[config.mk]
export PLATFORM = sky130hd
export DESIGN_NAME = clk_period_meter
export DESIGN_NICKNAME = d
export VERILOG_FILES = /design/src/rtl/clk_period_meter.sv
export SDC_FILE = /design/constraint.sdc
export NUM_CORES = 1
export LEC_CHECK = 0
export ABC_AREA = 0
export CAP_MARGIN = 5
export CORE_MARGIN = 4
export CORE_UTILIZATION = 60
export DETAILED_ROUTE_END_ITERATION = 8
export HOLD_SLACK_MARGIN = 0.02
export PLACE_DENSITY = 0.86
export SYNTH_ARGS = -nofsm -noshare
export SYNTH_HDL_FRONTEND = slang
export SYNTH_SLANG_ARGS = --single-unit
[constraint.sdc]
create_clock -name clk -period 7.2 [get_ports clk]
set_input_delay 1.8 -clock clk [delete_from_list [all_inputs] [get_ports clk]]
set_output_delay 1.8 -clock clk [all_outputs]
set_load 0.05 [all_outputs]
[src/rtl/clk_period_meter.sv]
`default_nettype none
// ============================================================================
// Module  : clk_period_meter
// Purpose : Receives a slow square wave (divided clock, game tick, ...) in the
//           fast clk domain. Synchronizes it, detects its edges, measures
//           period and high time in clk cycles, and reports lock and loss.
// Ports   : clk        - system clock
//           reset      - asynchronous, active-low reset
//           sig_in     - asynchronous square wave to measure
//           clear      - synchronous restart (drops lock, back to IDLE)
//           rise_pulse - one-cycle pulse per synchronized rising edge
//           period     - last rise-to-rise interval, clk cycles
//           high_time  - last rise-to-fall interval, clk cycles
//           meas_valid - one-cycle pulse when period is updated
//           locked     - two consecutive equal periods seen
//           timeout    - sticky loss-of-wave flag
// Revision: 1.0 - initial release
// ============================================================================
module clk_period_meter #(
    parameter int CNT_W       = 32,
    parameter int SYNC_STAGES = 2,
    parameter int TIMEOUT     = 2_000_000
) (
    input  logic             clk,
    input  logic             reset,
    input  logic             sig_in,
    input  logic             clear,
    output logic             rise_pulse,
    output logic [CNT_W-1:0] period,
    output logic [CNT_W-1:0] high_time,
    output logic             meas_valid,
    output logic             locked,
    output logic             timeout
);

    typedef enum logic [0:0] {
        IDLE    = 1'b0,
        MEASURE = 1'b1
    } state_t;

    localparam logic [CNT_W-1:0] c_cnt_max  = '1;
    localparam logic [CNT_W-1:0] c_to_last  = CNT_W'(TIMEOUT - 1);

    logic [SYNC_STAGES-1:0] sync_q, sync_d;
    logic                   prev_q, prev_d;
    state_t                 state_q, state_d;
    logic [CNT_W-1:0]       cnt_q, cnt_d;
    logic [CNT_W-1:0]       period_q, period_d;
    logic [CNT_W-1:0]       high_time_q, high_time_d;
    logic                   rise_pulse_q, rise_pulse_d;
    logic                   meas_valid_q, meas_valid_d;
    logic                   locked_q, locked_d;
    logic                   timeout_q, timeout_d;
    // Set once a period has been measured since the last IDLE; a lock
    // decision needs a fresh previous period, not one left over from
    // before a clear or timeout.
    logic                   have_prev_q, have_prev_d;

    logic                   w_last;
    logic                   w_rise;
    logic                   w_fall;
    logic [CNT_W-1:0]       w_cnt_inc;

    assign w_last    = sync_q[SYNC_STAGES-1];
    assign w_rise    = w_last & ~prev_q;
    assign w_fall    = ~w_last & prev_q;
    // Saturating increment; also the interval length including this cycle.
    assign w_cnt_inc = (cnt_q == c_cnt_max) ? cnt_q : cnt_q + 1'b1;

    always_comb begin
        sync_d       = {sync_q[SYNC_STAGES-2:0], sig_in};
        prev_d       = w_last;
        state_d      = state_q;
        cnt_d        = cnt_q;
        period_d     = period_q;
        high_time_d  = high_time_q;
        rise_pulse_d = 1'b0;
        meas_valid_d = 1'b0;
        locked_d     = locked_q;
        timeout_d    = timeout_q;
        have_prev_d  = have_prev_q;

        if (clear) begin
            state_d     = IDLE;
            cnt_d       = '0;
            locked_d    = 1'b0;
            timeout_d   = 1'b0;
            have_prev_d = 1'b0;
        end else begin
            case (state_q)
                IDLE: begin
                    cnt_d       = '0;
                    have_prev_d = 1'b0;
                    // First rise only arms the meter.
                    if (w_rise) begin
                        state_d      = MEASURE;
                        rise_pulse_d = 1'b1;
                        timeout_d    = 1'b0;
                    end
                end
                MEASURE: begin
                    cnt_d = w_cnt_inc;
                    if (w_fall) begin
                        high_time_d = w_cnt_inc;
                    end
                    // A rise on the last allowed cycle still wins over loss.
                    if (w_rise) begin
                        period_d     = w_cnt_inc;
                        meas_valid_d = 1'b1;
                        rise_pulse_d = 1'b1;
                        cnt_d        = '0;
                        timeout_d    = 1'b0;
                        locked_d     = have_prev_q && (w_cnt_inc == period_q);
                        have_prev_d  = 1'b1;
                    end else if (cnt_q == c_to_last) begin
                        timeout_d = 1'b1;
                        locked_d  = 1'b0;
                        state_d   = IDLE;
                        cnt_d     = '0;
                    end
                end
                default: begin
                    state_d = IDLE;
                    cnt_d   = '0;
                end
            endcase
        end
    end

    always_ff @(posedge clk or negedge reset) begin
        if (!reset) begin
            sync_q       <= '0;
            prev_q       <= 1'b0;
            state_q      <= IDLE;
            cnt_q        <= '0;
            period_q     <= '0;
            high_time_q  <= '0;
            rise_pulse_q <= 1'b0;
            meas_valid_q <= 1'b0;
            locked_q     <= 1'b0;
            timeout_q    <= 1'b0;
            have_prev_q  <= 1'b0;
        end else begin
            sync_q       <= sync_d;
            prev_q       <= prev_d;
            state_q      <= state_d;
            cnt_q        <= cnt_d;
            period_q     <= period_d;
            high_time_q  <= high_time_d;
            rise_pulse_q <= rise_pulse_d;
            meas_valid_q <= meas_valid_d;
            locked_q     <= locked_d;
            timeout_q    <= timeout_d;
            have_prev_q  <= have_prev_d;
        end
    end

    assign rise_pulse = rise_pulse_q;
    assign period     = period_q;
    assign high_time  = high_time_q;
    assign meas_valid = meas_valid_q;
    assign locked     = locked_q;
    assign timeout    = timeout_q;

endmodule
`default_nettype wire

* After elaboration in Yosys (flattened, before gate mapping)
Cells that the tools add are included.
** Cells by class
- Add/sub/neg operators :: 1
- Equal/unequal tests :: 6
- Mux-type cells :: 25
- Bitwise logic cells :: 6
- Reductions and logical operators :: 7
** Operators with widths (number)
- $mux 32 :: 4
- $pmux 32 s2 :: 1
- $add 32x1->32 const B :: 1
- $eq 32x21->1 const B :: 1
- $eq 32x32->1 :: 1
- $eq 32x32->1 const B :: 1
- $mux 1 :: 17
- $pmux 1 s2 :: 3
- $reduce_and 3->1 :: 2
- $ne 4x2->1 const B :: 1
- $not 1->1 :: 4
- $reduce_and 2->1 :: 2
- $ne 3x2->1 const B :: 1
- $ne 3x3->1 const B :: 1
- $reduce_bool 3->1 :: 1
- $and 1x1->1 :: 2
- $reduce_bool 2->1 :: 1
- $logic_and 1x1->1 :: 1
** Word-level totals
- Bits in registers :: 105
- Input bits :: 4
- Output and inout bits :: 68
- Logic and storage cells :: 56

* Depth between registers and ports, before layout
- Depth in word-level cells :: 7
- Depth in mapped cells :: 12
- Depth with buffers taken out :: 10

* Worst setup path after synthesis
Ideal clock, no wire load.
- Kind :: in2reg
- Start point :: input port clear
- End point :: register locked_q (netlist: locked)
- Setup time :: 0.095 ns
- Data arrival time :: 3.328 ns
- Required time :: 7.105 ns
- Slack :: 3.777 ns
- Stages :: 10
- Path buffers :: 0
- Path through :: nor2b_1 > nand2_1 > inv_1 > o311ai_0 > a2111oi_0 > nand4_1 > nor3_1 > and4_1 > nand4_1 > o31ai_1
** Between the ends
- Longest elaborated chain between the ends :: 2
- Elaborated cells between the ends (all ways) :: 4
- Those cells by class :: mux (1); reduce/logical (3)
** RTL lines
- start: declaration :: RTL line 27 : input logic clear,
- $reduce_bool 3->1 (no line) / $reduce_bool 2->1 (equally long branches)
- $reduce_and 2->1 (no line)
- end signal: assignment :: RTL line 152 : locked_q <= locked_d;
- end: declaration :: RTL line 52 : logic locked_q, locked_d;
Several ways; a longest one is shown, not always the timed one.
A chain may end at the register's enable or synchronous reset.

* Worst setup path in the final report
Same ends and word-level chain as after synthesis.

==> impl_metrics.tcl <==
set metrics [dict create \
    status "completed" \
    cpPeakStageDelay_ns 0.48 \
    start_util_pct 62.97 \
    antenna_found_initial 0 \
    boundaryPins 72 \
    place_congestion 1.025 \
    worstPathArrival_ns 4.46 \
    portBuffers 71 \
    reg2reg_from "cnt_q[0]" \
    synth_area_leaders "dfrtp_1, o21ai_0, nand2_1, xnor2_1, nor2_1" \
    cts.htree.levels 3 \
    design_area_um2 6497 \
    cts_tree "yes" \
    grt_max_degree 66 \
    dpl_cell_area_um2 6289 \
    postSynth.asyncResetShare_pct 100.0 \
    grt_usage_pct 31.04 \
    coreArea_um2 8891 \
    crit_type "primary input to flip-flop" \
    path_buf_inv 3 \
    ys.flop_type "dfrtp_1" \
    cts_setup_buffers 0 \
    grt_setup_unrepaired "no" \
    via_count 4890 \
    pre_cts_ws_ns 2.659 \
    drive_above_1_share_pct 5.740 \
    ys_seq_area_share_pct 46.93 \
    die_w_um 104.6 \
    finalHoldViolCount 0 \
    fin_skew_ns 0.01321 \
    critPathLaunchType "primary input" \
    numCtsBuffers 9 \
    peakVddDrop_mv 0.1578 \
    cts-root-buf "clkbuf_8" \
    cp_max_fo 65 \
    worstMarginPinSlew_ns 1.279 \
    ctsResizeCount 0 \
    hold_class "flip-flop to flip-flop" \
    post-route-period-util_pct 58.08 \
    dp.cells 754 \
    synth.top_cell.area_share_pct 46.93 \
    syn_area_um2 5599 \
    nets 663 \
    cap_violations 0 \
    synth.distinct_cells 64 \
    wl_per_cell_um 21.52 \
    n_antenna_cell 0 \
    hold_start "sync_q[0]" \
    drc 0 \
    synth_common_cells "dfrtp_1, nand2_1, o21ai_0" \
    final_util_pct 73.08 \
    grt_pass1_vias 4835 \
    setup_viol_count_final 0 \
    grt-ovfl-total 0 \
    dp.final_hpwl_um 12190 \
    cp_top_family "simple AND/OR/NAND/NOR gates" \
    synth.most_common_cell "dfrtp_1" \
    holdBufCountCts 0 \
    path_clk_slew_ns 0.10 \
    tns_ns 0 \
    wl_um 16570 \
    reg2reg_to "locked" \
    r2r_cells 9 \
    clkSinkCount 105 \
    required_ns 7.48 \
    drtIter0Drc 375 \
    drt-vias-per-instance 6.351 \
    synth-seq-cells 105 \
    cp-end-kind "flip-flop" \
    die_area_um2 10940 \
    cp_slowest_cell "clkdlybuf4s50_1" \
    num_rows 34 \
    ant_nets 0 \
    die_h_um 104.6 \
    yosys_warnings 0 \
    insertion_delay_ns 0.37 \
    power_density_nw_per_um2 159.9 \
    clock.fmax_mhz 239.1 \
    reg2reg_slack_ns 3.36 \
    worstHoldEndpoint "sync_q[1]" \
    syn_avg_cell_area_um2 9.134 \
    slew_headroom_pct 14.50 \
    area_growth_pct 16.04 \
    cpMostUsedCell "nand4_1" \
    period_needed_ns 4.182 \
    stdcell_count 770 \
    clockBufferDepth 2 \
    synth_nets 618 \
    synth_edf_count 0 \
    power.leakage_nw 2.546 \
    setup_slack_ns 3.018 \
    drt_first_pass_iters 5 \
    hold-path-cell-count 0 \
    drv_slew 0 \
    worstPathCellList "clkdlybuf4s50_1, nor2b_1, nand2_1, buf_4, inv_1, o311ai_0, a2111oi_0, nand4_1, nor3_1, and4_1, nand4_1, o31ai_1" \
    yosys.area.top_type "dfrtp_1" \
    grt_pass1_wl_um 26970 \
    synthCells 613 \
]
-- metal layers --
| metal | GRT usage [%] | vias up | wire, um |
|---|---|---|---|
| li1 | - | 2238 | - |
| met1 | 44.83 | 2376 | 7153 |
| met2 | 48.34 | 234 | 7767 |
| met3 | 4.871 | 42 | 1156 |
| met4 | 10.31 | 0 | 490 |
| met5 | 0 | - | 0 |
-- flip-flops by register name, indices dropped and copies added, names as in the netlist --
register     count
sync_q           2
rise_pulse       1
prev_q           1
period          32
locked           1
timeout          1
high_time       32
state_q          1
cnt_q           32
meas_valid       1
have_prev_q      1
-- metrics by stage --
step | total power, W | hold WS [ns]
3_3_place_gp | 0.0006747 | 0.3353
6_report | 0.001039 | 0.3611
4_1_cts | 0.001042 | 0.3633
2_1_floorplan | 0.0006448 | 0.3312
3_5_place_dp | 0.0006767 | 0.3411
5_1_grt | 0.001074 | 0.3758
-- power breakdown --
group / internal [W] / total [W] / switching (W)
Sequential: 0.000595 / 0.000603 / 0.00000778
Combinational: 0.0000171 / 0.0000628 / 0.0000457
Clock: 0.000168 / 0.000373 / 0.000205
-- worst register-to-register path, delay by kind of cell, from the launching register on --
kind,cells,cell delay [ns]
DFF,1,0.64
AOI/OAI and AO/OA,2,0.50
and+or+nand+nor,6,2.19
adders and majority gates,1,0.42
-- layout by cell type (no fill, tap or decap), drive strengths merged, types with 4 or more instances in the layout --
master	Yosys	routed
a21oi	12	12
a311oi	4	4
a31oi	6	6
and2	5	5
and3	8	8
buf	17	8
clkbuf	27	10
clkdlybuf4s50	0	70
dfrtp	105	105
inv	8	8
nand2	95	95
nand2b	5	5
nand3	19	19
nand4	17	17
nor2	49	49
nor2b	8	8
nor3	15	15
nor4	15	15
o211ai	5	5
o21ai	74	74
or3	4	4
or4	5	5
xnor2	38	38
xor2	20	20
-- cell families (layout without fill, tap and decap cells) --
| family | after synthesis | in the layout | synth area share [%] |
|---|---|---|---|
| buffers and inverters | 52 | 101 | 4.089 |
| AO/OA/AOI/OAI | 132 | 132 | 14.95 |
| flip-flops | 105 | 105 | 46.93 |
| XOR/XNOR | 60 | 60 | 9.899 |
| adder cells (fa/ha/maj) | 1 | 1 | 0.2234 |
| AND/OR/NAND/NOR | 259 | 259 | 23.17 |
| multiplexers | 4 | 4 | 0.7374 |
-- worst max-delay path by stage --
| stage | start | to | slack [ns] | cells after the start |
|---|---|---|---|---|
| global placement | clear | locked | 2.77 | 12 |
| finish | clear | locked | 3.02 | 12 |
| CTS | clear | locked | 3.03 | 12 |
| detailed placement | clear | locked | 2.66 | 12 |
| floorplan | clear | locked | 3.78 | 10 |
| global route | clear | locked | 2.65 | 12 |
-- final cells by class --
| type | instances | area (um2) |
|---|---|---|
| Multi-Input combinational cell | 456 | 2743 |
| Sequential cell | 105 | 2628 |
| Fill cell | 642 | 2394 |
| Timing Repair Buffer | 78 | 768.2 |
| Clock buffer | 10 | 137.6 |
| Tap cell | 108 | 135.1 |
| Clock inverter | 5 | 56.30 |
| Inverter | 8 | 30.03 |
Note: power is estimated with default switching activity, not from simulation.
